--- config.mk ---
export PLATFORM = sky130hd
export DESIGN_NAME = updown_counter
export DESIGN_NICKNAME = d
export VERILOG_FILES = /design/src/rtl/updown_counter.sv
export SDC_FILE = /design/constraint.sdc
export NUM_CORES = 1
export LEC_CHECK = 0
export ABC_AREA = 0
export CAP_MARGIN = 10
export CORE_MARGIN = 3
export CORE_UTILIZATION = 45
export CTS_CLUSTER_SIZE = 12
export DETAILED_ROUTE_END_ITERATION = 8
export PLACE_DENSITY = 0.76
export SLEW_MARGIN = 0
export SYNTH_ARGS = -nofsm -noshare
export SYNTH_HDL_FRONTEND = slang
export SYNTH_SLANG_ARGS = --single-unit
--- constraint.sdc ---
create_clock -name clk -period 7.3 [get_ports clk]
set_input_delay 2.19 -clock clk [delete_from_list [all_inputs] [get_ports clk]]
set_output_delay 2.19 -clock clk [all_outputs]
set_load 0.05 [all_outputs]
--- src/rtl/updown_counter.sv ---
// Parametrised up/down counter with saturate-or-wrap arithmetic and sticky overflow/underflow flags.
// value_next is combinational (zero latency), value registers it one cycle later; no backpressure, every step is accepted.
module updown_counter #(
  parameter int WIDTH    = 8,
  parameter int INCR_W   = 2,
  parameter int DECR_W   = 2,
  parameter int SATURATE = 1
) (
  input  logic              clk,
  input  logic              rst,
  input  logic              reinit,
  input  logic [WIDTH-1:0]  initial_value,
  input  logic              incr_valid,
  input  logic [INCR_W-1:0] incr,
  input  logic              decr_valid,
  input  logic [DECR_W-1:0] decr,
  input  logic              clear_flags,
  output logic [WIDTH-1:0]  value,
  output logic [WIDTH-1:0]  value_next,
  output logic              overflow,
  output logic              underflow,
  output logic              is_zero,
  output logic              is_max
);

  localparam int RW = WIDTH + 2;
  localparam logic [WIDTH-1:0] MAX_VAL = '1;

  logic [WIDTH-1:0]  base;
  logic [INCR_W-1:0] add;
  logic [DECR_W-1:0] sub;
  logic [RW-1:0]     raw;
  logic              ovf_evt;
  logic              unf_evt;
  logic              step;

  // raw is two's complement in WIDTH+2 bits: bit RW-1 is the sign, bit WIDTH
  // set on a non-negative result means the sum exceeded the counter range.
  always_comb begin
    base    = reinit     ? initial_value : value;
    add     = incr_valid ? incr : '0;
    sub     = decr_valid ? decr : '0;
    raw     = {2'b00, base}
            + {{(RW-INCR_W){1'b0}}, add}
            - {{(RW-DECR_W){1'b0}}, sub};
    unf_evt = raw[RW-1];
    ovf_evt = ~raw[RW-1] & raw[WIDTH];
    step    = reinit | incr_valid | decr_valid;

    value_next = raw[WIDTH-1:0];
    if (SATURATE != 0) begin
      if (ovf_evt)      value_next = MAX_VAL;
      else if (unf_evt) value_next = '0;
    end
  end

  always_ff @(posedge clk) begin
    if (rst) begin
      value <= initial_value;
    end else if (step) begin
      value <= value_next;
    end
  end

  // A new event beats both reinit and clear_flags in the same cycle.
  always_ff @(posedge clk) begin
    if (rst) begin
      overflow  <= 1'b0;
      underflow <= 1'b0;
    end else begin
      overflow  <= ovf_evt | (overflow  & ~reinit & ~clear_flags);
      underflow <= unf_evt | (underflow & ~reinit & ~clear_flags);
    end
  end

  assign is_zero = (value == '0);
  assign is_max  = (value == MAX_VAL);

endmodule

# Word level (Yosys, flattened, before mapping)
# Index checks and enable logic that the tools add are counted.
totals:
  register_bits: 10
  latch_bits: 0
  ramBits: 0
  mem_bits_ro: 0
  in_bits: 18
  out_inout_bits: 20
  mem_count: 0
op_classes:
  add_sub_neg: 2
  multipliers: 0
  div_mod_pow: 0
  magnitude_cmp: 0
  eq_ne: 1
  n_shift: 0
  n_mux: 7
  bitwise: 12
  reduce_logical: 2
op_table:
  columns: ["op", "n"]
  rows:
  - ["$mux 8", 5]
  - ["$sub 9x2->10", 1]
  - ["$add 8x2->9", 1]
  - ["$eq 8x8->1 const B", 1]
  - ["$logic_not 8->1", 1]
  - ["$and 1x1->1", 5]
  - ["$mux 2", 2]
  - ["$or 1x1->1", 4]
  - ["$not 1->1", 3]
  - ["$reduce_bool 2->1", 1]

# Logic depth before layout (Yosys ltp)
# Gate-level depths: netlist (run 1).
logic_depth:
  word_depth: 8
  depth_mapped: 11
  ltp_nobuf: 11

# Worst setup path before layout (run 1)
# Ideal clock, no wire load.
synth_timing:
  path_type: "input to output"
  startpoint: "input port reinit"
  endpoint: "output port value_next[7]"
  arrival_ns: 5.263
  required_ns: 5.110
  slack_ns: -0.153
  stages: 10
  path_buffers: 1
  path_cell_list: "buf_4 > mux2_2 > fa_1 > fa_1 > a21oi_1 > o21bai_2 > a211oi_2 > xnor2_2 > inv_1 > a21oi_1"
synth_between:
  elab_chain_len: 6
  elab_cells_between_ends: 7
synth_rtl:
  columns: ["item", "line", "rtl"]
  rows:
  - ["start: declaration", "11", "input logic reinit,"]
  - ["$mux 8 *", "40", "base = reinit ? initial_value : value;"]
  - ["$add 8x2->9 *", "44", "+ {{(RW-INCR_W){1'b0}}, add}"]
  - ["$sub 9x2->10 *", "45", "- {{(RW-DECR_W){1'b0}}, sub};"]
  - ["$not 1->1", "47", "ovf_evt = ~raw[RW-1] & raw[WIDTH];"]
  - ["$and 1x1->1", "47", null]
  - ["$mux 8 *", "52", "if (ovf_evt) value_next = MAX_VAL;"]
  - ["end: declaration", "19", "output logic [WIDTH-1:0] value_next,"]
# Mark *: on every way between the ends. The rest lies on a longest branch, timed or not.

# Worst setup path after layout (run 1)
layout_timing:
  startpoint: "input port incr_valid"
  endpoint: "output port value_next[7]"
layout_between:
  elab_chain_len: 6
  elab_cells_between_ends: 7
layout_rtl:
  columns: ["item", "line", "rtl"]
  rows:
  - ["start: declaration", "13", "input logic incr_valid,"]
  - ["$mux 2 *", "41", "add = incr_valid ? incr : '0;"]
  - ["$add 8x2->9 *", "44", null]
  - ["$sub 9x2->10 *", "45", null]
  - ["$not 1->1", "47", null]
  - ["$and 1x1->1", "47", null]
  - ["$mux 8 *", "52", null]
# Marked as above.

==> results of run 1 <==
## critical path, cell delays in order
cell	delay (ps)
clkdlybuf4s50_1	540
and2_4	180
fa_2	450
fa_2	390
a21oi_4	200
o21bai_4	100
a211oi_4	340
xnor2_2	230
inv_1	110
a21oi_2	200
buf_12	160
## metrics by stage
| stage | util (%) | TNS (ps) |
|---|---|---|
| after floorplan | - | 0 |
| after global placement | 73.6 | -1190 |
| after detailed placement | 73.6 | -1900 |
| after CTS | 77.1 | 0 |
| after global routing | 78.7 | -351 |
| final | 78.7 | -0.641 |
## flip-flops by register name, summed over array words and instances (netlist names)
| name | cells |
|---|---|
| overflow | 1 |
| underflow | 1 |
| value | 8 |
## worst paths after layout
| check | from | end | slack [ps] | cells past startpoint |
|---|---|---|---|---|
| min | underflow | underflow | 460 | 2 |
| max reg2reg | value[1] | value[5] | 4150 | 10 |
| max | incr_valid | value_next[7] | -0.6 | 11 |
| min reg2reg | underflow | underflow | 460 | 2 |
## cell usage in the layout (no fill, tap or decap), drive strengths merged, types with 2 or more instances in the layout
master	netlist	routed
clkdlybuf4s50	0	27
buf	3	24
nor2	21	21
nand2	14	14
ha	11	11
inv	9	9
edfxtp	8	8
mux2i	7	7
o31ai	7	7
a21oi	7	7
xnor2	4	5
clkbuf	2	4
xor2	3	3
or4	3	3
nand4	2	2
fa	2	2
dfxtp	2	2
mux2	2	2
and2	2	2
a211oi	2	2
## timing repair
action                                 4_1_cts  5_1_grt
cloned                                       1        0
buffers inserted                             3        0
setup endpoints to repair                    8        8
gates resized for setup                      6        9
pin swaps                                    6       10
endpoints found under the hold margin        0        0
hold buffers                                 0        0
## layer usage
| metal | routed length [um] | up-vias |
|---|---|---|
| met5 | 0 | - |
| met4 | 130 | 0 |
| met3 | 168 | 16 |
| met2 | 1770 | 46 |
| met1 | 1400 | 544 |
| li1 | - | 546 |
## logic make-up after synthesis
kind of cell / Yosys count
AND/OR/NAND/NOR: 46
buffers and inverters: 14
adder cells (fa/ha/maj): 13
flip-flops: 10
AO/OA/AOI/OAI: 24
XOR/XNOR: 7
multiplexers: 9
## layout make-up
type	count	area, um2	share of cell area, %
clock buffers	4	26.3	1.50
inverters	9	33.8	1.92
multi-input cells	100	810	46.1
flip-flops and latches	10	280	16.0
well taps	28	35.0	1.99
repair buffers	53	572	32.5
==> out/qor.csv, run 1 <==
stage,metric,value,unit
status,outcome,finished with violations,
status,violations,setup timing,
logic_synthesis,async_flop_share,0,%
clocking,clkSinkCount,10,
global_route,grt-ovfl-total,0,
die,initial_utilization,48.0,%
route,routed_via_density,5.65,
clocking,cts_made_buffers,3,
global_route,grt_pass1_vias,1102,
logic_synthesis,synth_area_leader_cell,edfxtp_1,
logic_synthesis,synth_warnings,0,
sta,finalWorstSetupSlack,-0.641,ps
place,postPlaceCellArea,1640,um2
logic_synthesis,synth_ff_type,edfxtp_1,
cells_and_area,fin_cells,204,
clocking,cts_tree,done,
logic_synthesis,syn-cell-area,1070,um2
worst_setup_path,critPathMaxFanout,5,
route,drtIter0Drc,42,
route,drc,0,
global_route,grt_util_met3,2.45,%
logic_synthesis,synth_top_family_by_area,simple AND/OR/NAND/NOR gates,
die,fp.dieW,54.8,um
flow_run,max-cap-violations,0,
logic_synthesis,avgSynthCellArea,8.72,um2
place,place_congestion,0.818,
logic_synthesis,synth_common_cells,"nor2_1 (21), nand2_1 (14), ha_1 (11)",
sta,slew_violations,0,
logic_synthesis,synth_top_area_share,22.4,%
global_route,antenna_found_initial,0,
route,route.detailed.wl_per_inst,17.0,um
sta,clock.fmax,0.137,GHz
route,routed_wl,3470,um
place,place_ws,-268,ps
logic_synthesis,yosys.cell_count.top_type,nor2_1,
cells_and_area,n_fill_cell,143,
logic_synthesis,ys_types,34,
die,die_y,54.8,um
logic_synthesis,synth_area_leaders,"edfxtp_1 (22%), ha_1 (13%), nor2_1 (7.4%)",
logic_synthesis,synth_compound_gate_area_share,16.8,%
worst_setup_path,cp.arrival,5110,ps
die,fp.coreArea,2230,um2
clocking,htreeDepth,1,
cells_and_area,n_antenna_cell,0,
logic_synthesis,synth_edf_count,8,
logic_synthesis,synth_xor_area_share,6.42,%
sta,finalHoldViolCount,0,
sta,setup_viol,1,
place,numPlacedInstances,196,
die,die_area,3000,um2
worst_setup_path,cp-start-kind,primary input,
route,vias,1152,
clocking,clk_latency,260,ps
logic_synthesis,syn_nets,154,
sta,relSlewSlack,56.4,%
hold_path,hold_class,reg2reg,
logic_synthesis,synth-simple-area-share,19.1,%
logic_synthesis,ys_ff_latch,10,
global_route,grt_max_degree,20,
worst_setup_path,cp.required,5110,ps
logic_synthesis,ys_seq_area_share,26.1,%
logic_synthesis,synth_fa_ha_area_share,16.6,%
global_route,grt.total_usage,22.5,%
global_route,grt_pass1_wl,4770,um
global_route,grt_use_met2,40.2,%
global_route,use_met1,25.5,%
worst_setup_path,end_kind,output pin,
worst_setup_path,worst-setup-path-type,in2out,
global_route,top_usage_layer,met2,
sta,worst_pin_slew,652,ps
sta,finalCritPeriodShare,100,%
cells_and_area,stdcell_area,1760,um2
logic_synthesis,muxShareOfSynthArea,8.63,%
route,ant_nets,0,
clocking,cts-root-buf,clkbuf_4,
die,row_count,17,
cells_and_area,area_growth,63.8,%
sta,skew,7.45,ps
place,hpwl,2530,um
clocking,clk_path_buf_depth,2,
die,ioPinCount,38,
clocking,clkTransAtPathRegs,60,ps
cells_and_area,drive_gt1_share,29.0,%
sta,min_period,7300,ps
place,portBuffers,37,
cells_and_area,fin_nets,208,
sta,hold_ws,459,ps
route,first_pass_iters,5,
logic_synthesis,synthCells,123,
Power of run 1 is not shown: default switching activity piles up to over one toggle a cycle in this logic, so the estimate is an artifact.
==> run 2: changes to the inputs <==
- CAP_MARGIN: 10 -> not set
==> results of run 2 <==
Same layout as run 1: the final DEF is identical, and so are final timing and power.
Power of run 2 is left out for the same reason.
==> run 3: changes to the inputs <==
- SETUP_SLACK_MARGIN: not set -> 0.2
==> run 3 against run 2 <==
The flow now finishes without violations; setup slack better by 250 ps; flip-flop and latch count stayed put; register-to-register slack got worse by 110 ps; critical endpoint is now value_next[4]; cell count increased by 0.98%; routed wire length shrank 0.32%; non-clock buffer count is 2 higher; clock-buffer cell count unchanged; via count shrank 1.0%; fmax increased by 3.5%; utilization increased by 2.1 points; die area is the same; hold slack improved by 15 ps.
==> out/qor.csv, run 3 (synthesis gave the netlist of run 1 again) <==
stage,metric,value,unit
worst_setup_path,r2r_end,value[4],
global_route,antenna_found_initial,0,
clocking,clkSinkCount,10,
hold_path,whs_endpoint,underflow,
cells_and_area,area_growth,68.3,%
status,outcome,"complete, no violations",
route,routed_via_density,5.53,
sta,finalCritPeriodShare,96.6,%
route,vias,1140,
sta,finalWorstSetupSlack,250,ps
sta,relSlewSlack,56.7,%
place,place_ws,-236,ps
worst_setup_path,cp-start-kind,primary input,
worst_setup_path,reg2reg_slack,4040,ps
clocking,cts-root-buf,clkbuf_4,
place,portBuffers,37,
place,hpwl,2440,um
worst_setup_path,worst-setup-path-type,in2out,
die,initial_utilization,48.0,%
die,fp.coreArea,2230,um2
cells_and_area,fin_nets,210,
die,die_y,54.8,um
global_route,grt-ovfl-total,0,
clocking,clk_path_buf_depth,2,
sta,skew,0.403,ps
cells_and_area,n_antenna_cell,0,
cells_and_area,drive_gt1_share,34.8,%
worst_setup_path,max_stage_delay,520,ps
place,place_congestion,0.785,
hold_path,min_path_cells,2,
route,drc,0,
cells_and_area,reg.largest.list,"value x8, overflow x1, underflow x1",
hold_path,hp-start,underflow,
die,row_count,17,
cells_and_area,fin_util,80.8,%
sta,slew_violations,0,
sta,min_period,7050,ps
clocking,htreeDepth,1,
route,drtIter0Drc,33,
hold_path,hold_class,reg2reg,
sta,finalHoldViolCount,0,
worst_setup_path,end_kind,output pin,
sta,hold_ws,474,ps
cells_and_area,largest_reg_flops,8,
route,ant_nets,0,
worst_setup_path,cp.arrival,4860,ps
global_route,grt_max_degree,20,
sta,setup_viol,0,
route,route.detailed.wl_per_inst,16.8,um
route,first_pass_iters,4,
cells_and_area,top_register,value,
global_route,grt_pass1_vias,1076,
worst_setup_path,critPathMaxFanout,5,
worst_setup_path,worst_path_max_delay_cell,fa_2,
sta,worst_pin_slew,647,ps
die,ioPinCount,38,
worst_setup_path,cp.required,5110,ps
die,die_area,3000,um2
die,fp.dieW,54.8,um
sta,rsz0062_at_grt,no,
clocking,clk_latency,270,ps
flow_run,max-cap-violations,0,
cells_and_area,final_cell_mix,"clkdlybuf4s50_1 (21), buf_4 (21), nand2_1 (13)",
clocking,clkTransAtPathRegs,70,ps
sta,clock.fmax,0.142,GHz
worst_setup_path,worstReg2RegStart,value[1],
global_route,grt_pass1_wl,5010,um
global_route,grt.total_usage,24.2,%
clocking,cts_tree,done,
worst_setup_path,path_cells,buf_6 -> mux2_4 -> fa_2 -> fa_2 -> a21oi_4 -> o21bai_4 -> a211oi_4 -> xnor2_4 -> nor2_2 -> nor2_4 -> buf_6,
worst_setup_path,r2r_cells,10,
route,routed_wl,3460,um
clocking,cts_made_buffers,3,
## run 3: cell types whose count changed in the layout (fill, tap and decap cells not counted), sizes merged
cell / delta
clkbuf: +1
clkdlybuf4s15: +1
dlymetal6s2s: +3
buf: +3
clkdlybuf4s50: -6
## run 3: metal layers
metal / wire (um) / vias to the layer above / share of wire [%] / global-route usage, %
met5: 0 / - / 0 / 0
li1: - / 551 / - / -
met2: 1760 / 37 / 51 / 41.1
met1: 1400 / 545 / 41 / 30.6
met4: 76 / 0 / 2.2 / 10.4
met3: 222 / 7 / 6.4 / 2.72
## run 3: what timing repair did
item                                    CTS  global route
cloned                                    1             0
pin swaps                                 8            12
buffers inserted                          3             1
gates resized for setup                  20            23
endpoints found under the setup margin    8             8
hold buffers                              0             0
## run 3: layout make-up
type | instances | area [um2]
clock buffers | 4 | 36.3
flip-flops and latches | 10 | 280
repair buffers | 55 | 522
multi-input cells | 100 | 897
well taps | 28 | 35.0
inverters | 9 | 33.8
fillers | 137 | 429
## run 3: how the worst max path moves through the flow
stage          startpoint  slack, ps            end
3_3_place_gp       reinit       -190  value_next[6]
4_1_cts           decr[0]        200  value_next[7]
2_1_floorplan      reinit        220  value_next[7]
3_5_place_dp       reinit       -240  value_next[5]
5_1_grt            reinit        180  value_next[7]
6_report           reinit        250  value_next[4]
## run 3: critical path, delay by kind of cell
family | cells | cell delay (ps)
xor gates and xnor gates | 1 | 230
adders and majority gates | 2 | 960
muxes | 1 | 310
and+or+nand+nor | 2 | 220
buffers and inverters | 2 | 260
AOI/OAI and AO/OA | 3 | 680
## run 3: stage by stage
stage / instance area [um2] / TNS [ps] / instances
final: 1800 / 0 / 206
after global routing: 1800 / 0 / 206
after CTS: 1720 / 0 / 205
after detailed placement: 1610 / -1760 / 197
after global placement: 1610 / -1390 / 197
after floorplan: 1140 / 0 / 123
Power of run 3 is left out for the same reason.
==> patch: new RTL, config.mk and constraints of run 2 <==
`INCR_W`: 2 -> 4.
--- a/src/rtl/updown_counter.sv
+++ b/src/rtl/updown_counter.sv
@@ -2,7 +2,7 @@
 // value_next is combinational (zero latency), value registers it one cycle later; no backpressure, every step is accepted.
 module updown_counter #(
   parameter int WIDTH    = 8,
-  parameter int INCR_W   = 2,
+  parameter int INCR_W   = 4,
   parameter int DECR_W   = 2,
   parameter int SATURATE = 1
 ) (
Ports: changed (resized incr); port bits go from 38 to 40. No check against the original RTL was run, so the function may have changed too.
==> patch against run 2 <==
Sequential share of layout area down 0.96 points. Worst hold slack lost 0.85 ps. Final cell count grew 5.9%. Cell area grew 6.4%. Clock skew fell by 0.68 ps. Routed wire length is 1.8% lower. Setup slack better by 100 ps. Sequential cell count stayed put. Area after synthesis is 3.7% higher. Global-route usage is 0.053 points higher. Core utilization is 3.5 points higher.
Power is not shown: default switching activity piles up to over one toggle a cycle in this logic, so the estimate is an artifact.
==> patch: results (changes against run 2) <==
* RePlAce Congestion at 0.857 (+4.7%)
* Worst-Margin Slew at 649 ps (-2.95 ps)
* Post-synth top cells: nor2_1 (21), nand2_1 (16), ha_1 (13), inv_1 (11), edfxtp_1 (8)
* Clk_skew at 6.76 ps (-0.684 ps)
* GRT Util Overall at 22.6% (+0.053 points)
* # Post-CTS Setup Buffers at 4 (+1)
* Resize count post-CTS at 9 (+3)
* Top cells by area, synth: edfxtp_1 (22%), ha_1 (15%), nor2_1 (7.1%)
* WP data arrival at 5010 ps (-100 ps)
* Worst path max stage delay at 440 ps (-100 ps)
* PortBufs at 39 (+5.4%)
* 1st-iter DRT viols at 26 (-38%)
* Skew-Pair Late Insertion Delay at 260 ps (about the same)
* Met2 Wirelength at 1750 um (-0.96%)
* Crit path max fanout at 4 (-1)
* Via/cell ratio at 5.52 (-2.3%)
* Nets at 224 (+7.7%)
* Met3 wire length at 157 um (-6.5%)
* Setup_tns at 0 ps (+0.641 ps)
* Register area share after synthesis at 25.2% (-0.94 points)
* # fillers at 141 (-1.4%)
* CTS clk-pin slew, worst paths at 60 ps (about the same)
* Vias in the first global route at 1189 (+7.9%)
* Run status: finished clean
* Share of layout cells above drive strength 1 at 29.8% (+0.81 points)
* DP HPWL at 2550 um (+1.1%)
* Routed WL per cell at 15.8 um (-7.3%)
* M1 WL at 1380 um (-2.0%)
-- patch: through the flow --
step	std cells	util, %	hold slack, ps	worst slack (ps)	instance area, um^2
3_5_place_dp	204	75.4	454	-202	1720
5_1_grt	216	82.1	482	-18.0	1870
6_report	216	82.1	459	103	1870
2_1_floorplan	129	-	671	94.1	1130
3_3_place_gp	204	75.4	446	-137	1720
4_1_cts	213	79.7	462	52.8	1810
-- patch: path summary, 6_finish.rpt --
path / from / to / slack (ps) / cells after the start
max: decr_valid / value_next[2] / 100 / 14
min: underflow$_SDFF_PP0_ / underflow$_SDFF_PP0_ / 460 / 2
max reg2reg: value[1]$_DFFE_PP_ / overflow$_SDFF_PP0_ / 3960 / 13
min reg2reg: underflow$_SDFF_PP0_ / underflow$_SDFF_PP0_ / 460 / 2
-- patch: kinds of logic after synthesis --
group	count (synthesis)	synth area share (%)
flops	10	25.2
fa+ha+maj	15	18.2
mux	9	8.32
compound gates	24	16.2
xor+xnor	7	6.19
simple gates	48	19.1
buf+inv	16	6.75
-- patch: worst register-to-register path, cell delays in order (launching register included) --
cell      delay [ps]
edfxtp_1         470
mux2_4           320
fa_1             510
fa_2             390
a21oi_2          190
o21bai_2         100
a211oi_4         310
buf_6            170
xnor2_4          100
buf_4            150
buf_4            130
buf_4            120
a22oi_1          190
nor2_1            60
-- patch: final cells by class --
class	count	area, um^2	area share (%)
Timing Repair Buffer	59	644	34.5
Clock buffer	4	26.3	1.41
Inverter	11	41.3	2.21
Tap cell	28	35.0	1.87
Sequential cell	10	280	15.0
Multi-Input combinational cell	104	842	45.0
-- patch: per-layer routing --
layer | GRT usage, % | vias to the layer above
met2 | 41.0 | 38
met1 | 27.4 | 569
li1 | - | 575
met4 | 9.38 | 0
met5 | 0 | -
met3 | 1.16 | 10
